$ cat config.mk
export PLATFORM = sky130hd
export DESIGN_NAME = speaker_sched
export DESIGN_NICKNAME = d
export VERILOG_FILES = /design/src/rtl/audio_pkg.sv /design/src/rtl/note_fifo.sv /design/src/rtl/speaker_sched.sv
export SDC_FILE = /design/constraint.sdc
export NUM_CORES = 1
export LEC_CHECK = 0
export CORE_MARGIN = 2
export CORE_UTILIZATION = 40
export CTS_CLUSTER_SIZE = 14
export DETAILED_ROUTE_END_ITERATION = 7
export GPL_TIMING_DRIVEN = 0
export PLACE_DENSITY = 0.69
export SYNTH_ARGS = -nofsm -noshare
export SYNTH_HDL_FRONTEND = slang
export SYNTH_SLANG_ARGS = --single-unit
$ cat constraint.sdc
create_clock -name clk -period 7.4 [get_ports clk]
set_clock_uncertainty 0.2 [all_clocks]
set_input_delay 0.74 -clock clk [delete_from_list [all_inputs] [get_ports clk]]
set_output_delay 0.74 -clock clk [all_outputs]
set_load 0.005 [all_outputs]
$ cat src/rtl/audio_pkg.sv
// Shared types for the speaker toggle path.
//   SPKR_ADDR_DEF - default CPU address whose access toggles the speaker
//   note_t        - one queued note: rest flag, half-period, half-period count
//   sched_state_t - note engine states
package audio_pkg;

  localparam logic [15:0] SPKR_ADDR_DEF = 16'hC030;

  typedef struct packed {
    logic        rest;
    logic [15:0] half;
    logic [15:0] cnt;
  } note_t;

  typedef enum logic [1:0] {
    IDLE,
    LOAD,
    RUN
  } sched_state_t;

endpackage

$ cat src/rtl/note_fifo.sv
// Synchronous FIFO of notes feeding the note engine.
// Ports:
//   clk, rst        - clock, asynchronous active-high reset
//   push, din       - enqueue din when high
//   pop             - dequeue head (ignored when empty)
//   flush           - empty the queue; a simultaneous push is dropped silently
//   clr_ovf         - clear the sticky overflow flag
//   dout            - current head entry
//   full, empty     - registered occupancy flags
//   ovf             - sticky: a push was dropped because the queue was full
//   nonempty_next   - queue will hold at least one entry after this cycle
module note_fifo
  import audio_pkg::*;
#(
  parameter int unsigned DEPTH = 4
) (
  input  logic  clk,
  input  logic  rst,
  input  logic  push,
  input  note_t din,
  input  logic  pop,
  input  logic  flush,
  input  logic  clr_ovf,
  output note_t dout,
  output logic  full,
  output logic  empty,
  output logic  ovf,
  output logic  nonempty_next
);

  localparam int unsigned AW = $clog2(DEPTH);

  note_t          mem [DEPTH];
  logic [AW-1:0]  wr_ptr_q, rd_ptr_q;
  logic [AW:0]    count_q, count_d;
  logic           ovf_q, ovf_d;
  logic           push_ok, pop_ok;

  assign full  = (count_q == (AW+1)'(DEPTH));
  assign empty = (count_q == '0);
  assign ovf   = ovf_q;
  assign dout  = mem[rd_ptr_q];

  // A pop in the same cycle frees a slot, so a push while full still fits.
  assign pop_ok  = pop && !empty && !flush;
  assign push_ok = push && !flush && (!full || pop_ok);

  always_comb begin
    count_d = count_q;
    if (flush) begin
      count_d = '0;
    end else begin
      count_d = count_q + {{AW{1'b0}}, push_ok} - {{AW{1'b0}}, pop_ok};
    end
  end

  assign nonempty_next = (count_d != '0);

  always_comb begin
    ovf_d = ovf_q;
    if (clr_ovf) begin
      ovf_d = 1'b0;
    end else if (push && !flush && !push_ok) begin
      ovf_d = 1'b1;
    end
  end

  always_ff @(posedge clk or posedge rst) begin
    if (rst) begin
      wr_ptr_q <= '0;
      rd_ptr_q <= '0;
      count_q  <= '0;
      ovf_q    <= 1'b0;
    end else begin
      count_q <= count_d;
      ovf_q   <= ovf_d;
      if (flush) begin
        wr_ptr_q <= '0;
        rd_ptr_q <= '0;
      end else begin
        if (push_ok) wr_ptr_q <= wr_ptr_q + 1'b1;
        if (pop_ok)  rd_ptr_q <= rd_ptr_q + 1'b1;
      end
    end
  end

  always_ff @(posedge clk) begin
    if (push_ok) mem[wr_ptr_q] <= din;
  end

endmodule

$ cat src/rtl/speaker_sched.sv
// Speaker toggle sequencer: merges CPU soft-switch accesses with a queued
// tone engine into one registered single-cycle toggle strobe.
// Ports:
//   clk, rst                        - clock, asynchronous active-high reset
//   addr                            - CPU bus address
//   note_wr, note_rest,
//   note_half, note_cnt             - push one note into the queue
//   flush                           - clear queue, abort note, clear ovf
//   toggle                          - one-cycle strobe to the audio block
//   busy                            - engine in LOAD or RUN
//   empty, full, ovf                - queue status
// Build option: define AUDIO_CPU_PREEMPT_EN to let a CPU access while busy
// abort the engine and clear the queue (ovf is kept).
module speaker_sched
  import audio_pkg::*;
#(
  parameter logic [15:0] SPKR_ADDR = SPKR_ADDR_DEF,
  parameter int unsigned DEPTH     = 4
) (
  input  logic        clk,
  input  logic        rst,
  input  logic [15:0] addr,
  input  logic        note_wr,
  input  logic        note_rest,
  input  logic [15:0] note_half,
  input  logic [15:0] note_cnt,
  input  logic        flush,
  output logic        toggle,
  output logic        busy,
  output logic        empty,
  output logic        full,
  output logic        ovf
);

  sched_state_t state_q, state_d;
  logic [15:0]  timer_q, timer_d, remain_q, remain_d, half_q, half_d;
  logic         rest_q, rest_d;
  logic         match_q, cpu_hit, preempt, kill;
  logic         toggle_q, toggle_d, eng_fire, pop, avail;
  logic [15:0]  head_half;
  note_t        head, din;

  assign din = '{rest: note_rest, half: note_half, cnt: note_cnt};

  note_fifo #(.DEPTH(DEPTH)) u_fifo (
    .clk          (clk),
    .rst          (rst),
    .push         (note_wr),
    .din          (din),
    .pop          (pop),
    .flush        (kill),
    .clr_ovf      (flush),
    .dout         (head),
    .full         (full),
    .empty        (empty),
    .ovf          (ovf),
    .nonempty_next(avail)
  );

  assign cpu_hit = (addr == SPKR_ADDR) && !match_q;
  assign busy    = (state_q != IDLE);

`ifdef AUDIO_CPU_PREEMPT_EN
  assign preempt = cpu_hit && busy;
`else
  assign preempt = 1'b0;
`endif

  assign kill      = flush || preempt;
  assign head_half = (head.half < 16'd2) ? 16'd2 : head.half;

  always_comb begin
    state_d  = state_q;
    timer_d  = timer_q;
    remain_d = remain_q;
    half_d   = half_q;
    rest_d   = rest_q;
    pop      = 1'b0;
    eng_fire = 1'b0;
    case (state_q)
      IDLE: begin
        if (avail) state_d = LOAD;
      end
      LOAD: begin
        pop      = 1'b1;
        half_d   = head_half;
        timer_d  = head_half - 16'd1;
        remain_d = head.cnt;
        rest_d   = head.rest;
        if (head.cnt == 16'd0) begin
          state_d = avail ? LOAD : IDLE;
        end else begin
          state_d = RUN;
        end
      end
      RUN: begin
        if (timer_q == 16'd0) begin
          timer_d  = half_q - 16'd1;
          remain_d = remain_q - 16'd1;
          if (remain_q == 16'd1) state_d = avail ? LOAD : IDLE;
        end else begin
          timer_d = timer_q - 16'd1;
          // Strobe is registered, so it is launched one cycle before timer hits 0.
          if (timer_q == 16'd1 && !rest_q) eng_fire = 1'b1;
        end
      end
      default: state_d = IDLE;
    endcase
    if (kill) state_d = IDLE;
  end

  // Under preemption kill masks the engine, so the CPU strobe always survives.
  assign toggle_d = cpu_hit ^ (eng_fire && !kill);
  assign toggle   = toggle_q;

  always_ff @(posedge clk or posedge rst) begin
    if (rst) begin
      state_q  <= IDLE;
      timer_q  <= '0;
      remain_q <= '0;
      half_q   <= 16'd2;
      rest_q   <= 1'b0;
      match_q  <= 1'b0;
      toggle_q <= 1'b0;
    end else begin
      state_q  <= state_d;
      timer_q  <= timer_d;
      remain_q <= remain_d;
      half_q   <= half_d;
      rest_q   <= rest_d;
      match_q  <= (addr == SPKR_ADDR);
      toggle_q <= toggle_d;
    end
  end

endmodule
==> qor.csv, run 1 <==
stage,metric,value,unit
floorplan,die_height,154,um
place,post-dp-hpwl,14100,um
critical_path,critPathKind,register to register,
finish,drive_gt1_frac,0.123,
synth,syn_area_per_cell,13.6,um^2
synth,seq_area_frac_synth,0.608,
critical_path,r2r_end,timer_q[10],
clock_tree,cts_inserted_buffers,17,
finish,area_growth,17.8,%
critical_path,timing.critical_path.to,timer_q[10],
global_routing,grt_max_degree,35,
synth,synth_seq_cells,193,
floorplan,fp.coreArea,0.0220,mm^2
synth,ys_dominant_reg_cell,edfxtp_1,
synth,synth.most_common_cell,edfxtp_1,
critical_path,crit_start,u_fifo.rd_ptr_q[1],
pwr,power_density_of_the_placed_cells,346,mW/mm^2
floorplan,initial_utilization,0.411,
place,globalplace.congestion,0.902,
clock_tree,clkLatencyLatePin,430,ps
clock_tree,cts_max_level,4,
critical_path,worst_ep_arrival_time,4860,ps
synth,synth_area_leader_cell,edfxtp_1,
sta,setup_total_negative_slack,0,ps
finish,fillers,1886,
finish,utilization,0.484,
route,wl_per_cell,19.7,um
synth,yosys_warnings,0,
synth,syn_nets,736,
sta,timing.fmax,211,MHz
clock_tree,clock_tree.root_cell,clkbuf_16,
clock_tree,post_cts_resize_count,0,
global_routing,grt_antenna_before_repair,0,
route,drcViolationCount,0,
clock_tree,max-clock-path-buffers,2,
critical_path,critPathLaunchType,register,
route,drt-initial-drc-count,585,
global_routing,grt_overflow_total,0,
synth,syn-cell-area,0.00903,mm^2
clock_tree,cts.reportedPaths.clkPinSlew,70,ps
min_path,hold_path.class,register to register,
run,drv_cap,0,
route,first_pass_iters,5,
finish,nNetsFinal,817,
synth,ys_top_cells_by_count,"132 x edfxtp_1, 60 x dfrtp_1, 50 x nor2_1, 39 x nand2_1, 37 x o21ai_0",
finish,insertedDiodeCount,0,
critical_path,worst-r2r-cell-count,13,
clock_tree,post-cts-setup-buffer-count,0,
global_routing,grt_usage,0.176,
sta,layout_worst_path_cycle_share,0.641,
synth,synth_compound_area_frac,0.0837,
critical_path,setup.worst_path.end_class,register,
sta,setup-violations-final,0,
sta,post-route-min-period,4740,ps
synth,async_flop_share,0.316,
synth,synth_edf_count,132,
place,dp_slack,2630,ps
floorplan,die_area,0.0238,mm^2
outcome,outcome,completed,
synth,share_of_the_synthesized_netlist_area_taken_by_xor_and_xnor_gates,0.0306,
synth,synthDominantCellAreaShare,0.439,
place,buffer_ports.inserted,57,
route,drt-vias-per-instance,5.74,
synth,synth_simple_gate_area_share,0.113,
synth,synthesis.instances,665,
critical_path,worst_ep_required_time,7520,ps
route,dr_total_vias,5964,
clock_tree,hold_buffers,0,
sta,rsz0062_at_grt,false,
floorplan,rows,54,
route,drtAntennaViolNets,0,
sta,final-hold-violation-count,0,
global_routing,grt_pass1_wl,32200,um
critical_path,reg2reg_setup_slack,2660,ps
synth,synth_top_family_by_area,simple AND/OR/NAND/NOR gates,
floorplan,io-pin-count,58,
global_routing,first_global_vias,5951,
pwr,irDropWorstVdd,0.201,mV
synth,synthTopCellsByArea,"edfxtp_1 44%, dfrtp_1 17%, mux4_2 5.7%, mux4_1 2.9%, ha_1 2.4%",
pwr,power.leakage,3.66,nW
floorplan,die_width,154,um
sta,max_slew_margin,0.157,
synth,yosysUniqueCellTypes,64,
clock_tree,cts_tree,yes,
sta,report.final.slew_viol_count,0,
sta,timing_worst_slew_pin_value,1250,ps
sta,setup_ws,2660,ps
critical_path,timing.critical_path.fanout_max,10,
synth,synthMuxAreaShare,0.112,
critical_path,worst_r2r_startpoint,u_fifo.rd_ptr_q[1],
synth,synth_adder_area_share,0.0258,
route,wirelength_routed,20500,um
clock_tree,clock-sinks,193,
-- flip-flops by register name, summed over array words and instances, names as in the netlist, 2 cells and up --
signal	count
u_fifo.wr_ptr_q	2
u_fifo.count_q	3
state_q	2
remain_q	16
u_fifo.mem	132
half_q	16
timer_q	16
u_fifo.rd_ptr_q	2
-- worst max-delay path, stage by stage, from the launching register on --
cell	delay (ps)
dfrtp_1	360
clkbuf_1	380
clkbuf_1	470
mux4_1	450
or4_1	630
nor3_4	270
nand2_1	120
o21ai_1	260
ha_1	400
inv_1	160
nor4_1	370
xnor2_1	170
mux2i_1	100
mux2_2	280
-- metrics by stage --
step	hold WS [ps]	cells	power (mW)	area, um^2
2_1_floorplan	280	665	2.39	9030
3_3_place_gp	294	1002	2.74	9950
3_5_place_dp	305	1007	2.78	10100
4_1_cts	311	1039	3.69	10600
5_1_grt	333	1039	3.89	10600
6_report	313	1039	3.69	10600
-- final cells by class --
class,instances,area (um^2),share of cell area
sequential,193,5490,0.516
multi-input combinational,417,3310,0.311
timing repair buffer,62,671,0.0631
clock buffer,22,454,0.0427
tap,280,350,0.0329
buffer,30,143,0.0134
clock inverter,10,126,0.0119
inverter,25,93.8,0.00882
-- report_power, final --
| part | switching, mW | internal [mW] | total, mW |
|---|---|---|---|
| registers | 0.179 | 1.36 | 1.54 |
| clock network | 0.395 | 0.512 | 0.906 |
| logic | 0.700 | 0.538 | 1.24 |
| total | 1.27 | 2.41 | 3.68 |
-- per-layer routing --
layer	up-vias	wire, um	share of wire	track usage
li1	2723	-	-	-
met1	2969	8820	0.43	0.239
met2	224	9560	0.47	0.271
met3	48	1290	0.063	0.0339
met4	0	800	0.039	0.0903
met5	-	0	0	0
-- worst min-delay path by stage --
stage / startpoint / to / slack [ps] / cells after the start
CTS: half_q[1] / half_q[1] / 310 / 2
finish: half_q[1] / half_q[1] / 310 / 2
global placement: half_q[1] / half_q[1] / 290 / 2
detailed placement: half_q[1] / half_q[1] / 310 / 2
global route: half_q[1] / half_q[1] / 330 / 2
floorplan: half_q[1] / half_q[1] / 280 / 2
-- logic make-up after synthesis --
family          after synthesis
mux                          54
flops                       193
compound gates              119
simple gates                196
fa+ha+maj                    18
xor+xnor                     30
buf+inv                      55
-- cells in the final DEF, fill, tap and decap left out, types with 14 or more instances in the layout --
cell type,count
nand2_1,39
mux4_2,23
o21ai_0,37
mux2_2,16
xnor2_1,16
clkbuf_1,25
clkdlybuf4s50_1,57
inv_1,24
nor3_1,14
clkbuf_16,17
ha_1,17
nand3_1,16
dfrtp_1,60
nor4_1,15
nor2_1,50
a21oi_1,28
edfxtp_1,132
Note: power is estimated with default switching activity, not from simulation.
==> inputs of run 2 (changes only) <==
==> constraint.sdc (replaced) <==
create_clock -name clk -period 4.9 [get_ports clk]
set_clock_uncertainty 0.2 [all_clocks]
set_input_delay 0.49 -clock clk [delete_from_list [all_inputs] [get_ports clk]]
set_output_delay 0.49 -clock clk [all_outputs]
set_load 0.005 [all_outputs]
==> run 2 against run 1 <==
Net effect: clock power rose by 51%; first-iteration DRC count fell by 14%; register-to-register slack got worse by 2200 ps; critical path depth fell by 1; wire length fell by 0.21%; worst hold slack barely moved; die area did not move; final cell count barely moved; combinational power rose by 51%; via count barely moved; worst setup slack got worse by 2200 ps.
==> qor.csv, run 2 (synthesis gave the netlist of run 1 again) <==
stage,metric,value,unit
clock_tree,max-clock-path-buffers,2,
floorplan,initial_utilization,0.411,
critical_path,r2r_end,timer_q[10],
sta,timing.fmax,225,MHz
route,drcViolationCount,0,
sta,fin_hold_ws,312,ps
critical_path,timing.critical_path.fanout_max,10,
route,drt-vias-per-instance,5.74,
route,wl_per_cell,19.7,um
global_routing,grt_antenna_before_repair,0,
critical_path,crit_path_max_cell_delay,630,ps
finish,nNetsFinal,816,
clock_tree,clkLatencyLatePin,430,ps
sta,max_slew_margin,0.165,
floorplan,rows,54,
finish,area_growth,17.8,%
floorplan,die_area,0.0238,mm^2
floorplan,die_height,154,um
clock_tree,cts_tree,yes,
min_path,hold-path-endpoint,half_q[1],
finish,insertedDiodeCount,0,
place,numPlacedInstances,1007,
critical_path,crit_start,u_fifo.rd_ptr_q[1],
sta,setup_ws,459,ps
floorplan,io-pin-count,58,
global_routing,grt_pass1_wl,32200,um
min_path,hold_path.class,register to register,
sta,timing_worst_slew_pin_value,1240,ps
sta,layout_worst_path_cycle_share,0.906,
min_path,hold-path-cell-count,2,
global_routing,grt_overflow_total,0,
finish,fillers,1886,
clock_tree,cts_max_level,4,
critical_path,reg2reg_setup_slack,460,ps
sta,rsz0062_at_grt,false,
pwr,power.leakage,3.66,nW
place,dp_slack,130,ps
sta,setup-violations-final,0,
critical_path,critPathLaunchType,register,
critical_path,worst_r2r_startpoint,u_fifo.rd_ptr_q[1],
critical_path,setup.worst_path.end_class,register,
route,drtAntennaViolNets,0,
global_routing,first_global_vias,5951,
route,wirelength_routed,20400,um
global_routing,grt_usage,0.176,
run,drv_cap,0,
place,buffer_ports.inserted,57,
critical_path,critPathKind,register to register,
sta,post-route-min-period,4440,ps
finish,mostFrequentLayoutCell,edfxtp_1,
clock_tree,cts_inserted_buffers,17,
floorplan,fp.coreArea,0.0220,mm^2
route,dr_total_vias,5962,
finish,max_reg_flops,132,
sta,final-hold-violation-count,0,
route,first_pass_iters,5,
min_path,hold_path.startpoint,half_q[1],
critical_path,cells_along_the_critical_path,clkbuf_2 > mux4_1 > or4_1 > nor3_4 > nand2_1 > o21ai_1 > ha_1 > inv_1 > nor4_1 > xnor2_1 > mux2i_1 > mux2_2,
finish,top_register,u_fifo.mem,
critical_path,worst_ep_arrival_time,4550,ps
floorplan,die_width,154,um
finish,most-common-layout-cells,"132 x edfxtp_1, 60 x dfrtp_1, 57 x clkdlybuf4s50_1, 50 x nor2_1, 39 x nand2_1",
pwr,power_density_of_the_placed_cells,523,mW/mm^2
finish,drive_gt1_frac,0.124,
clock_tree,clock_tree.root_cell,clkbuf_16,
critical_path,worst_ep_required_time,5010,ps
sta,setup_total_negative_slack,0,ps
pwr,irDropWorstVdd,0.303,mV
outcome,outcome,completed,
finish,finalNonFillerCells,1038,
finish,utilization,0.484,
global_routing,grt_max_degree,35,
clock_tree,cts.reportedPaths.clkPinSlew,70,ps
place,post-dp-hpwl,14100,um
critical_path,worst-r2r-cell-count,12,
sta,report.final.slew_viol_count,0,
route,drt-initial-drc-count,503,
clock_tree,post-cts-setup-buffer-count,0,
place,globalplace.congestion,0.902,
critical_path,cpMaxStageDelayCell,or4_1,
clock_tree,clock-sinks,193,
## run 2: changes by cell type in the layout (fill, tap and decap cells not counted)
cell,previous run,this run
clkbuf_1,25,23
clkbuf_2,0,1
## run 2: layer usage
| layer | vias to the layer above | routed length, um | part of all wire | track usage |
|---|---|---|---|---|
| met5 | - | 0 | 0 | 0 |
| met4 | 0 | 806 | 0.039 | 0.0903 |
| met3 | 44 | 1230 | 0.060 | 0.0339 |
| met2 | 233 | 9510 | 0.47 | 0.271 |
| met1 | 2966 | 8890 | 0.44 | 0.239 |
| li1 | 2719 | - | - | - |
## run 2: critical path: cells and delay by family (launching register included)
family                     cells  cell delay (ps)
and+or+nand+nor                4             1390
muxes                          3              790
DFF                            1              580
buffers and inverters          2              490
adders and majority gates      1              410
AOI/OAI and AO/OA              1              280
xor gates and xnor gates       1              170
## run 2: power breakdown
group          total, mW  leakage (nW)  switching [mW]  internal [mW]
clock               1.37         0.277           0.592          0.773
sequential          2.33          1.93           0.271           2.06
combinational       1.87          1.45            1.06          0.812
total               5.56          3.66            1.92           3.64
## run 2: worst max-delay path by stage
stage	to	slack, ps	cells past startpoint
floorplan	timer_q[10]	1130	13
global placement	timer_q[10]	130	13
detailed placement	timer_q[10]	130	13
CTS	timer_q[10]	110	13
global route	timer_q[10]	180	12
finish	timer_q[10]	460	12
## run 2: timing repair
item                       in CTS  in global routing
setup endpoints to repair       0                  1
resized for setup               0                  2
hold buffers                    0                  0
## run 2: through the flow
stage	instance area (um^2)	power [mW]
detailed placement	10100	4.19
floorplan	9030	3.61
CTS	10600	5.57
global route	10600	5.87
global placement	9950	4.14
finish	10600	5.56
## run 2: final cells by class
| class | count | area (um^2) | area share |
|---|---|---|---|
| Timing Repair Buffer | 62 | 671 | 0.0631 |
| Sequential cell | 193 | 5490 | 0.516 |
| Tap cell | 280 | 350 | 0.0329 |
| Clock inverter | 10 | 126 | 0.0119 |
| Clock buffer | 22 | 454 | 0.0427 |
| Buffer | 29 | 140 | 0.0132 |
| Inverter | 25 | 93.8 | 0.00883 |
| Multi-Input combinational cell | 417 | 3310 | 0.311 |
